[config.mk]
export PLATFORM = sky130hd
export DESIGN_NAME = product_accumulator
export DESIGN_NICKNAME = d
export VERILOG_FILES = /design/src/rtl/product_accumulator.sv
export SDC_FILE = /design/constraint.sdc
export NUM_CORES = 1
export LEC_CHECK = 0
export ABC_CLOCK_PERIOD_IN_PS = 2350
export CORE_MARGIN = 2
export CORE_UTILIZATION = 52
export DETAILED_ROUTE_END_ITERATION = 8
export GPL_ROUTABILITY_DRIVEN = 0
export MAX_ROUTING_LAYER = met4
export PLACE_DENSITY = 0.78
export SKIP_LAST_GASP = 1
export SLEW_MARGIN = 10
export SYNTH_ARGS = -nofsm -noshare
export SYNTH_HDL_FRONTEND = slang
export SYNTH_SLANG_ARGS = --single-unit
[constraint.sdc]
create_clock -name clk -period 2.35 [get_ports clk]
set_input_delay 0.47 -clock clk [delete_from_list [all_inputs] [get_ports clk]]
set_output_delay 0.47 -clock clk [all_outputs]
set_load 0.01 [all_outputs]
[src/rtl/product_accumulator.sv]
// Sums CNT unsigned 8-bit products into an ACC_W-bit result with a sticky wrap flag,
// then holds the result with a valid/ready handshake before collecting the next batch.
module product_accumulator #(
  parameter int unsigned CNT   = 4,
  parameter int unsigned ACC_W = 12
) (
  input  logic             clk,
  input  logic             rst,
  input  logic [7:0]       pro,
  input  logic             pro_valid,
  output logic             pro_ready,
  output logic [ACC_W-1:0] sum_out,
  output logic             sum_valid,
  input  logic             sum_ready,
  output logic             ovf
);

  localparam int unsigned CntW = $clog2(CNT + 1);
  localparam logic [CntW-1:0] CntLast = CntW'(CNT - 1);

  typedef enum logic [0:0] {StAcc, StHold} state_e;

  state_e             state_q, state_d;
  logic [ACC_W-1:0]   acc_q, acc_d;
  logic [CntW-1:0]    cnt_q, cnt_d;
  logic               flag_q, flag_d;
  logic [ACC_W-1:0]   sum_q, sum_d;
  logic               ovf_q, ovf_d;

  logic               accept;
  logic [ACC_W:0]     sum_ext;
  logic               flag_next;

  assign accept    = (state_q == StAcc) && pro_valid;
  // One extra bit catches the carry out of the accumulator MSB.
  assign sum_ext   = {1'b0, acc_q} + {{(ACC_W + 1 - 8){1'b0}}, pro};
  assign flag_next = flag_q | sum_ext[ACC_W];

  always_comb begin
    state_d = state_q;
    acc_d   = acc_q;
    cnt_d   = cnt_q;
    flag_d  = flag_q;
    sum_d   = sum_q;
    ovf_d   = ovf_q;
    unique case (state_q)
      StAcc: begin
        if (accept) begin
          acc_d  = sum_ext[ACC_W-1:0];
          cnt_d  = cnt_q + CntW'(1);
          flag_d = flag_next;
          if (cnt_q == CntLast) begin
            state_d = StHold;
            sum_d   = sum_ext[ACC_W-1:0];
            ovf_d   = flag_next;
          end
        end
      end
      StHold: begin
        if (sum_ready) begin
          state_d = StAcc;
          acc_d   = '0;
          cnt_d   = '0;
          flag_d  = 1'b0;
        end
      end
      default: state_d = StAcc;
    endcase
  end

  always_ff @(posedge clk) begin
    if (rst) begin
      state_q <= StAcc;
      acc_q   <= '0;
      cnt_q   <= '0;
      flag_q  <= 1'b0;
      sum_q   <= '0;
      ovf_q   <= 1'b0;
    end else begin
      state_q <= state_d;
      acc_q   <= acc_d;
      cnt_q   <= cnt_d;
      flag_q  <= flag_d;
      sum_q   <= sum_d;
      ovf_q   <= ovf_d;
    end
  end

  assign pro_ready = (state_q == StAcc);
  assign sum_valid = (state_q == StHold);
  assign sum_out   = sum_q;
  assign ovf       = ovf_q;

endmodule

---- Word-level counts from Yosys, hierarchy flattened ----
Index checks and enable logic that the tools add are counted.
storage, ports and cells
  bits in registers ....................... 30
  input port bits ......................... 12
  output and inout port bits .............. 15
  logic and storage cells ................. 29
cells by class
  add/sub/neg operators ................... 2
  equal/unequal tests ..................... 3
  mux-type cells .......................... 13
  bitwise gates (word level) .............. 2
  reductions and logical operators ........ 3
operators with widths
  kind                                                 number
  2-to-1 mux 12 bit                                    2
  case mux 12 bit (2 select lines)                     1
  adder 12 x 8 -> 13 bit                               1
  2-to-1 mux 3 bit                                     2
  case mux 3 bit (2 select lines)                      1
  2-to-1 mux 1 bit                                     5
  case mux 1 bit (2 select lines)                      2
  adder 3 x 1 -> 3 bit, second input constant          1
  equality test 3 x 2 -> 1 bit, second input constant  1
  AND reduction 3 bit                                  1
  != test 2 x 1 -> 1 bit, second input constant        1
  != test 2 bit, second input constant                 1
  AND reduction 2 bit                                  1
  logical AND 1 bit                                    1
  NOT 1 bit                                            1
  bitwise OR 1 bit                                     1

---- Depth between registers and ports, before layout ----
Gate-level depths: netlist (run 1).
  depth in word-level cells ............... 4
  gate-level depth with buffers ........... 8
  mapped depth without buffers ............ 8

---- Worst setup path after synthesis (run 1) ----
OpenSTA, ideal clock, no wires.
  kind .................................... input-to-reg
  start ................................... input port pro[0]
  end ..................................... register acc_q[10]
  library setup time ...................... 74 ps
  arrival ................................. 2056 ps
  required time ........................... 2276 ps
  slack ................................... 220 ps
  stages .................................. 8
  buffers on the path ..................... 0
  cells stage by stage .................... ha_1 -> inv_1 -> fa_1 -> nand2b_1 -> a211oi_2 -> o21ai_2 -> or3_1 -> a31oi_1
on the way
  word-level cells in the longest chain between the ends .. 3
ends and longest elaborated chain
  item                              line  source
  from (decl)                       9     input logic [7:0] pro,
  adder 12 x 8 -> 13 bit            36    assign sum_ext = {1'b0, acc_q} + {{(ACC_W + 1 - 8){1'b0}}, pro};
  2-to-1 mux 12 bit                 48    if (accept) begin
  case mux 12 bit (2 select lines)  46    unique case (state_q)
  to (signal assigned)              74    acc_q <= '0;
  to (signal assigned)              81    acc_q <= acc_d;
  to (decl)                         24    logic [ACC_W-1:0] acc_q, acc_d;
Every way passes these cells. The select of a mux whose other input is x is not followed.
A chain may end at the register's enable or synchronous reset.

---- Worst setup path in the final report (run 1) ----
Ends and elaborated chain as after synthesis.

==> results.py, run 1 <==
metrics = {
    "yosys": {
        "synth_xor_area_frac": 0.0378,
        "ys_ff_latch": 30,
        "muxShareOfSynthArea": 0.0123,
        "synthAdderAreaFrac": 0.0894,
        "yosys-top-cells-count": "dfxtp_1, nor2_1, nand2_1, a21oi_1, ha_1",
        "synth_top_family_by_area": "simple AND/OR/NAND/NOR gates",
        "yosysMostFrequentCell": "dfxtp_1",
        "ys_types": 44,
        "synth-simple-area-share": 0.233,
        "synth_compound_area_frac": 0.211,
        "synth_fp_nets": 214,
        "yosys.area.top_type": "dfxtp_1",
        "syn_inst": 191,
        "synth_area_leaders": "dfxtp_1, ha_1, a21oi_1",
        "async_flop_share": 0,
        "syn_area_per_cell_um2": 8.50,
        "synth_edf_count": 0,
        "ys_seq_area_frac": 0.370,
        "synth.yosys.warnings": 0,
        "ys.flop_type": "dfxtp_1",
        "syn-cell-area_um2": 1620,
        "synth_top_area_share": 0.370,
    },
    "global_routing": {
        "grt_pass1_wl_um": 6420,
        "grtUsageTotal": 0.245,
        "grt_overflow_total": 0,
        "grt_pass1_vias": 1456,
        "antenna_found_initial": 0,
        "grt_max_degree": 16,
    },
    "sta": {
        "slew_headroom": 0.762,
        "clock_skew_ps": 2.96,
        "fmax_mhz": 430,
        "hold_violations": 0,
        "drv_slew": 0,
        "setup_viol": 0,
        "fin_crit_sh": 0.989,
        "layout_min_cycle_time_ps": 2330,
        "fin_setup_tns_ps": 0,
        "worst_pin_slew_ps": 355,
        "whs_ps": 463,
    },
    "setup_path": {
        "slowest_delay_ps": 470,
        "worst_setup_path_end_kind": "flop",
        "crit_path_top_delay_cell": "clkdlybuf4s50_1",
        "cp-start-kind": "input port",
        "path_max_fanout": 5,
        "path_cells": "clkdlybuf4s50_1, ha_2, inv_1, fa_2, nand2b_4, a211oi_4, o21ai_4, or3_1, a31oi_1",
        "required_ps": 2620,
        "arrival_ps": 2590,
        "reg2reg_setup_slack_ps": 270,
        "path_class": "input port to flop",
    },
    "power": {
        "power.density_nw_per_um2": 557,
        "p_leak_uw": 0.000826,
        "ir_worst_vdd_uv": 396,
    },
    "clock_tree": {
        "cts_sinks": 30,
        "clk_pin_slew_worst_paths_ps": 90,
        "cts_tree": "built",
        "cts.htree.levels": 2,
        "cts_root_buffer": "clkbuf_4",
        "cts-buffers-inserted": 5,
        "clockBufferDepth": 2,
        "insertion_delay_ps": 330,
    },
    "place": {
        "post_dp_cell_area_um2": 1990,
        "portBuffers": 26,
        "hpwl_um": 2750,
    },
    "route": {
        "drtIter0Drc": 64,
        "drtAntennaViolNets": 0,
        "routedWlPerCell_um": 14.6,
        "num_vias": 1533,
        "wirelength_um": 3860,
        "vias_per_cell": 5.81,
        "route.detailed.drc": 0,
        "drt_first_pass_iters": 4,
    },
    "final_layout": {
        "antenna_cells": 0,
        "syn_to_final_growth_pct": 28.5,
        "postLayoutCellArea_um2": 2090,
        "layout-drive-gt1-share": 0.165,
        "fin_nets": 253,
    },
    "floorplan": {
        "die_x_um": 59.9,
        "initial_core_util": 0.541,
        "die_area_um2": 3590,
        "ioPinCount": 27,
        "die_y_um": 59.9,
        "fp-row-count": 20,
        "coreArea_um2": 3000,
    },
    "hold_path": {
        "hp-class": "flop to flop",
    },
    "status": {
        "outcome": "finished, final reports clean",
    },
    "job": {
        "drv_cap": 0,
    },
}
## layout by cell type, fill, tap and decap left out, types with 3 or more instances in the layout
master | Yosys | routed
a211oi_1 | 3 | 3
a21oi_1 | 18 | 18
a22oi_1 | 6 | 6
buf_4 | 0 | 16
clkbuf_4 | 0 | 5
clkdlybuf4s50_1 | 0 | 26
dfxtp_1 | 30 | 30
ha_1 | 10 | 9
inv_1 | 5 | 5
nand2_1 | 22 | 22
nand2b_1 | 4 | 3
nand3_1 | 4 | 4
nand3b_1 | 5 | 5
nor2_1 | 23 | 23
nor3_1 | 3 | 3
xnor2_1 | 3 | 3
xor2_1 | 4 | 4
## what timing repair did
item / 4_1_cts / 5_1_grt
setup buffers: 0 / 0
hold buffers: 0 / 0
setup endpoints to repair: 2 / 2
resized for setup: 0 / 7
pin swaps: 1 / 2
gates cloned: 0 / 0
## per-stage QoR
stage | total power, µW | std cells | setup WS (ps) | utilization
after floorplan | 731 | 191 | 220 | -
after global placement | 815 | 256 | -275 | 0.663
after detailed placement | 824 | 256 | -316 | 0.663
after CTS | 1150 | 264 | -14.1 | 0.683
after global routing | 1220 | 264 | -17.9 | 0.695
final | 1160 | 264 | 24.8 | 0.695
## state kept, by name, summed over array words and instances (netlist names)
signal     count
acc_q         12
sum_out       12
cnt_q          3
flag_q         1
ovf            1
sum_valid      1
## path summary, 6_finish.rpt
check	startpoint	endpoint	cells after the start
worst max-delay path	pro[0]	acc_q[10]	9
worst max register to register	acc_q[0]	acc_q[10]	8
worst min-delay path	sum_out[0]	sum_out[0]	2
worst min register to register	sum_out[0]	sum_out[0]	2
## where the power goes
group / leakage, µW / total [µW] / internal (µW) / switching, µW
sequential: 0.000244 / 547 / 532 / 15.7
clock: 0.0000353 / 327 / 145 / 183
combinational: 0.000547 / 287 / 130 / 158
total: 0.000826 / 1160 / 806 / 356
## logic make-up after synthesis
kind of cell               count (synthesis)
AOI/OAI and AO/OA                         50
xor gates and xnor gates                   7
adders and majority gates                 11
buffers and inverters                     15
DFF                                       30
muxes                                      2
and+or+nand+nor                           76
## per-layer routing
metal / routed length, µm / vias to the layer above / GRT usage
met5: 0 / - / -
met2: 2010 / 40 / 0.418
li1: - / 753 / -
met3: 190 / 6 / 0.0584
met1: 1610 / 734 / 0.281
met4: 49 / 0 / 0.0762
## area by class of cell
cell class | instances | area (µm²)
clock buffer | 7 | 55.1
tap | 33 | 41.3
multi-input combinational | 146 | 986
fill | 247 | 916
clock inverter | 1 | 5.00
timing repair buffer | 42 | 380
sequential | 30 | 601
inverter | 5 | 18.8
## worst max-delay path, delay by kind of cell
family                   cells  cell delay (ps)
adder cells (fa/ha/maj)      2              520
AO/OA/AOI/OAI                3              590
AND/OR/NAND/NOR              2              480
buffers and inverters        2              520
Note: power is estimated with default switching activity, not from simulation.
==> inputs of run 2 (changes only) <==
- CORE_UTILIZATION: 52 -> 35
- PLACE_DENSITY: 0.78 -> default
==> run 2 against run 1 <==
Net effect:
- maximum frequency increased by 8.0%
- largest cell class unchanged
- clock skew increased by 1.5 ps
- worst setup slack improved by 170 ps
- sequential share of layout area decreased by 1.2 points
- highest routed layer unchanged
==> results.py, run 2 (same netlist as run 1, synthesis figures left out) <==
metrics = {
    "status": {
        "outcome": "finished, final reports clean",
    },
    "route": {
        "drtIter0Drc": 33,
        "wl_met1_um": 2030,
        "route.detailed.drc": 0,
        "routedWlPerCell_um": 14.0,
        "vias_per_cell": 5.18,
        "wirelength_um": 4010,
        "top_layer": "met4",
        "wl_met2_um": 1770,
        "drtAntennaViolNets": 0,
        "num_vias": 1487,
        "dr_wl_met3_um": 161,
        "drt_first_pass_iters": 4,
    },
    "sta": {
        "slew_headroom": 0.758,
        "fin_crit_sh": 0.916,
        "layout_min_cycle_time_ps": 2150,
        "setup_viol": 0,
        "rsz0062_at_grt": "false",
        "fmax_mhz": 464,
        "drv_slew": 0,
        "worst_pin_slew_ps": 363,
        "whs_ps": 454,
        "hold_violations": 0,
        "fin_ws_ps": 196,
        "clock_skew_ps": 4.47,
    },
    "power": {
        "ir_worst_vdd_uv": 288,
        "power.density_nw_per_um2": 586,
        "p_leak_uw": 0.000877,
        "power_uw": 1280,
    },
    "floorplan": {
        "die_area_um2": 5200,
        "initial_core_util": 0.368,
        "die_x_um": 72.1,
        "die_y_um": 72.1,
        "coreArea_um2": 4410,
        "fp-row-count": 24,
        "ioPinCount": 27,
    },
    "global_routing": {
        "grt_pass1_vias": 1379,
        "grt_max_degree": 21,
        "antenna_found_initial": 0,
        "grtUsageTotal": 0.174,
        "grt_pass1_wl_um": 6650,
        "grt_overflow_total": 0,
    },
    "setup_path": {
        "path_class": "flop to flop",
        "path_max_fanout": 3,
        "worst_setup_path_end_kind": "flop",
        "cp-start-kind": "flop",
        "required_ps": 2570,
        "arrival_ps": 2370,
    },
    "final_layout": {
        "syn_to_final_growth_pct": 34.2,
        "layout-drive-gt1-share": 0.179,
        "final_cell_mix": "dfxtp_1, clkdlybuf4s50_1, nor2_1, nand2_1, buf_4",
        "layout_commonest_cell": "dfxtp_1",
        "postLayoutCellArea_um2": 2180,
        "fin_nets": 257,
        "antenna_cells": 0,
    },
    "clock_tree": {
        "clk_pin_slew_worst_paths_ps": 70,
        "cts_root_buffer": "clkbuf_8",
        "cts.htree.levels": 2,
        "cts-buffers-inserted": 5,
        "cts_sinks": 30,
        "insertion_delay_ps": 290,
        "clockBufferDepth": 2,
        "cts_tree": "built",
    },
    "place": {
        "portBuffers": 26,
        "post_dp_cell_area_um2": 2030,
        "place_ws_ps": -330,
        "hpwl_um": 2740,
    },
    "job": {
        "drv_cap": 0,
    },
    "hold_path": {
        "hp-class": "flop to flop",
    },
}
[run 2: stage by stage]
step | setup TNS (ps) | cells | utilization
after floorplan | 0 | 191 | -
after global placement | -2320 | 275 | 0.459
after detailed placement | -2650 | 275 | 0.459
after CTS | 0 | 283 | 0.483
after global routing | 0 | 287 | 0.494
final | 0 | 287 | 0.494
[run 2: critical path: stages (launching register included)]
cell and delay [ps]:
dfxtp_1 350, ha_2 190, inv_2 40, fa_2 360, nand2b_4 160, a211oi_4 310
o21ai_4 110, or3_1 380, a31oi_1 180
[run 2: worst paths after layout]
kind,cells after the start,endpoint,slack [ps],from
worst max-delay path,8,acc_q[10],200,acc_q[0]
worst min register to register,2,sum_out[4],450,sum_out[4]
worst min-delay path,2,sum_out[4],450,sum_out[4]
worst max register to register,8,acc_q[10],200,acc_q[0]
[run 2: layer usage]
layer  global-route usage  vias to the layer above
met5                    -                        -
met4               0.0755                        0
met3               0.0444                        7
met2                0.254                       27
met1                0.229                      688
li1                     -                      765
[run 2: timing repair]
item | CTS | global route
setup endpoints to repair | 2 | 7
cloned | 0 | 0
resized for setup | 2 | 7
endpoints found under the hold margin | 0 | 0
setup buffers | 0 | 4
pin swaps | 2 | 6
hold buffers | 0 | 0
[run 2: power by group]
| part | switching, µW | leakage, µW | internal [µW] |
|---|---|---|---|
| Clock | 209 | 0.0000482 | 236 |
| Sequential | 15.3 | 0.000244 | 532 |
| Combinational | 152 | 0.000585 | 132 |
[run 2: area by class of cell]
cell class              instances  area (µm²)
clock inverters                 1        5.00
inverters                       5        18.8
flip-flops and latches         30         601
multi-input cells             146         976
well taps                      52        65.1
clock buffers                   7        86.3
repair buffers                 46         428
fillers                       427        2230
==> inputs of run 3 (changes only) <==
- ABC_AREA: default -> 1
==> run 3 against run 2 <==
Net effect:
- register-to-register slack improved by 360 ps
- total power is 1.6% lower
- global-route usage decreased by 1.0 points
- sequential cell count unchanged
- critical endpoint is now flag_q
==> results.py, run 3 <==
metrics = {
    "route": {
        "wl_met1_um": 1900,
        "wl_met2_um": 1760,
        "drtAntennaViolNets": 0,
        "dr_wl_met3_um": 137,
        "wirelength_um": 3840,
        "route.detailed.drc": 0,
        "num_vias": 1603,
        "drtIter0Drc": 52,
        "vias_per_cell": 4.52,
        "top_layer": "met4",
        "drt_first_pass_iters": 7,
        "routedWlPerCell_um": 10.8,
    },
    "yosys": {
        "muxShareOfSynthArea": 0,
        "synth_edf_count": 0,
        "yosysMostFrequentCell": "nand2_1",
        "ys_types": 31,
        "synth_area_leaders": "dfxtp_1, nand2_1, inv_1",
        "syn_inst": 257,
        "async_flop_share": 0,
        "ys.flop_type": "dfxtp_1",
        "synth.yosys.warnings": 0,
        "ys_ff_latch": 30,
        "synth_top_area_share": 0.343,
        "synth_fp_nets": 280,
        "yosys.area.top_type": "dfxtp_1",
        "syn-cell-area_um2": 1750,
        "synth_top_family_by_area": "simple AND/OR/NAND/NOR gates",
        "synthAdderAreaFrac": 0.0828,
        "synth-simple-area-share": 0.282,
        "syn_area_per_cell_um2": 6.82,
        "ys_seq_area_frac": 0.343,
        "synth_compound_area_frac": 0.148,
        "yosys-top-cells-count": "nand2_1, inv_1, dfxtp_1, a21oi_1, nand3_1",
        "synth_xor_area_frac": 0.0343,
    },
    "final_layout": {
        "layout_commonest_cell": "nand2_1",
        "syn_to_final_growth_pct": 24.6,
        "filler_cell_count": 522,
        "layout-drive-gt1-share": 0.0799,
        "antenna_cells": 0,
        "fin_cells": 355,
        "final_cell_mix": "nand2_1, inv_1, dfxtp_1, clkdlybuf4s50_1, a21oi_1",
        "fin_nets": 310,
        "postLayoutCellArea_um2": 2180,
    },
    "sta": {
        "fin_setup_tns_ps": 0,
        "fin_crit_sh": 0.900,
        "layout_min_cycle_time_ps": 2110,
        "setup_viol": 0,
        "clock_skew_ps": 4.28,
        "drv_slew": 0,
        "fmax_mhz": 473,
        "worst_pin_slew_ps": 444,
        "rsz0062_at_grt": "false",
        "hold_violations": 0,
        "slew_headroom": 0.704,
    },
    "power": {
        "p_leak_uw": 0.00103,
        "ir_worst_vdd_uv": 330,
        "power.density_nw_per_um2": 576,
    },
    "setup_path": {
        "cp-start-kind": "input port",
        "worst_setup_path_end_kind": "flop",
        "crit_path_top_delay_cell": "clkdlybuf4s50_1",
        "required_ps": 2580,
        "slowest_delay_ps": 460,
        "arrival_ps": 2340,
        "path_class": "input port to flop",
        "cpMostUsedCell": "nand2_1",
        "path_cells": "clkdlybuf4s50_1, ha_1, inv_1, fa_1, inv_1, nand3_1, nand3_1, nand2_1, nand2_1, nand2_1, nand2_1, o2111ai_1, inv_1",
        "reg2reg_depth": 12,
        "r2r-end": "flag_q",
        "reg2reg_setup_slack_ps": 560,
        "path_max_fanout": 3,
        "crit_end": "flag_q",
        "rr_startpoint": "acc_q[0]",
        "startpoint": "pro[0]",
    },
    "clock_tree": {
        "cts_sinks": 30,
        "insertion_delay_ps": 280,
        "clk_pin_slew_worst_paths_ps": 60,
        "cts_root_buffer": "clkbuf_8",
        "cts_tree": "built",
        "cts-buffers-inserted": 5,
        "cts_resized": 0,
        "cts_setup_buffers": 0,
        "cts_hold_buf": 0,
        "clockBufferDepth": 2,
        "cts.htree.levels": 2,
    },
    "place": {
        "portBuffers": 26,
        "post_dp_cell_area_um2": 2090,
        "dp_cells": 347,
        "hpwl_um": 2930,
    },
    "hold_path": {
        "hp-start": "cnt_q[0]",
        "hp-class": "flop to flop",
    },
    "status": {
        "outcome": "finished, final reports clean",
    },
    "floorplan": {
        "die_x_um": 74.8,
        "die_y_um": 74.8,
        "die_area_um2": 5590,
        "ioPinCount": 27,
        "initial_core_util": 0.366,
        "fp-row-count": 25,
        "coreArea_um2": 4790,
    },
    "global_routing": {
        "grt_pass1_vias": 1578,
        "grtUsageTotal": 0.164,
        "antenna_found_initial": 0,
        "grt_overflow_total": 0,
        "grt_pass1_wl_um": 6760,
        "grt_max_degree": 19,
    },
    "job": {
        "drv_cap": 0,
    },
}
run 3: changes by cell type after synthesis, sizes merged, moves of 3 or more:
| cell | before | now |
|---|---|---|
| a211oi | 6 | 0 |
| a21oi | 18 | 21 |
| a22oi | 6 | 0 |
| buf | 3 | 6 |
| clkbuf | 6 | 2 |
| inv | 5 | 40 |
| nand2 | 22 | 83 |
| nand2b | 4 | 0 |
| nand3 | 4 | 16 |
| nand3b | 5 | 0 |
| nor2 | 23 | 12 |
| nor3 | 4 | 0 |
| o21ai | 5 | 11 |
| o21bai | 0 | 8 |
run 3: critical path: cells and delay by family:
family                     cells  cell delay, ps
AOI/OAI and AO/OA              1              90
adders and majority gates      2             570
and+or+nand+nor                6             560
buffers and inverters          4             680
run 3: final cells by class:
cell class / instances / area (µm²) / area share
multi-input cells: 179 / 960 / 0.440
inverters: 40 / 150 / 0.0688
clock inverters: 1 / 5.00 / 0.00229
clock buffers: 7 / 86.3 / 0.0395
well taps: 67 / 83.8 / 0.0384
repair buffers: 31 / 298 / 0.136
flip-flops and latches: 30 / 601 / 0.275
run 3: power breakdown:
part | switching, µW | internal, µW
sequential | 15.2 | 534
combinational | 171 | 113
clock | 189 | 236
total | 374 | 883
run 3: kinds of logic after synthesis:
| group | after synthesis |
|---|---|
| buffers and inverters | 48 |
| AO/OA/AOI/OAI | 45 |
| flip-flops | 30 |
| XOR/XNOR | 6 |
| adder cells (fa/ha/maj) | 11 |
| AND/OR/NAND/NOR | 117 |
run 3: metal layers:
layer | GRT usage | up-vias
li1 | - | 867
met3 | 0.0361 | 4
met1 | 0.205 | 702
met4 | 0.0536 | 0
met2 | 0.265 | 30
met5 | - | -
run 3: worst min-delay path by stage:
stage	endpoint	slack, ps	depth (start not counted)
floorplan	cnt_q[0]	430	1
global placement	cnt_q[0]	450	1
detailed placement	cnt_q[0]	450	1
CTS	cnt_q[0]	470	1
global route	acc_q[4]	480	2
finish	cnt_q[0]	470	1
run 3: per-stage QoR:
step,power (µW),hold WS [ps],utilization,worst slack [ps]
after floorplan,767,429,-,539
after global placement,845,447,0.437,-33.3
after detailed placement,845,454,0.437,-52.2
after CTS,1270,466,0.456,232
after global routing,1340,482,0.456,70.7
final,1260,466,0.456,236
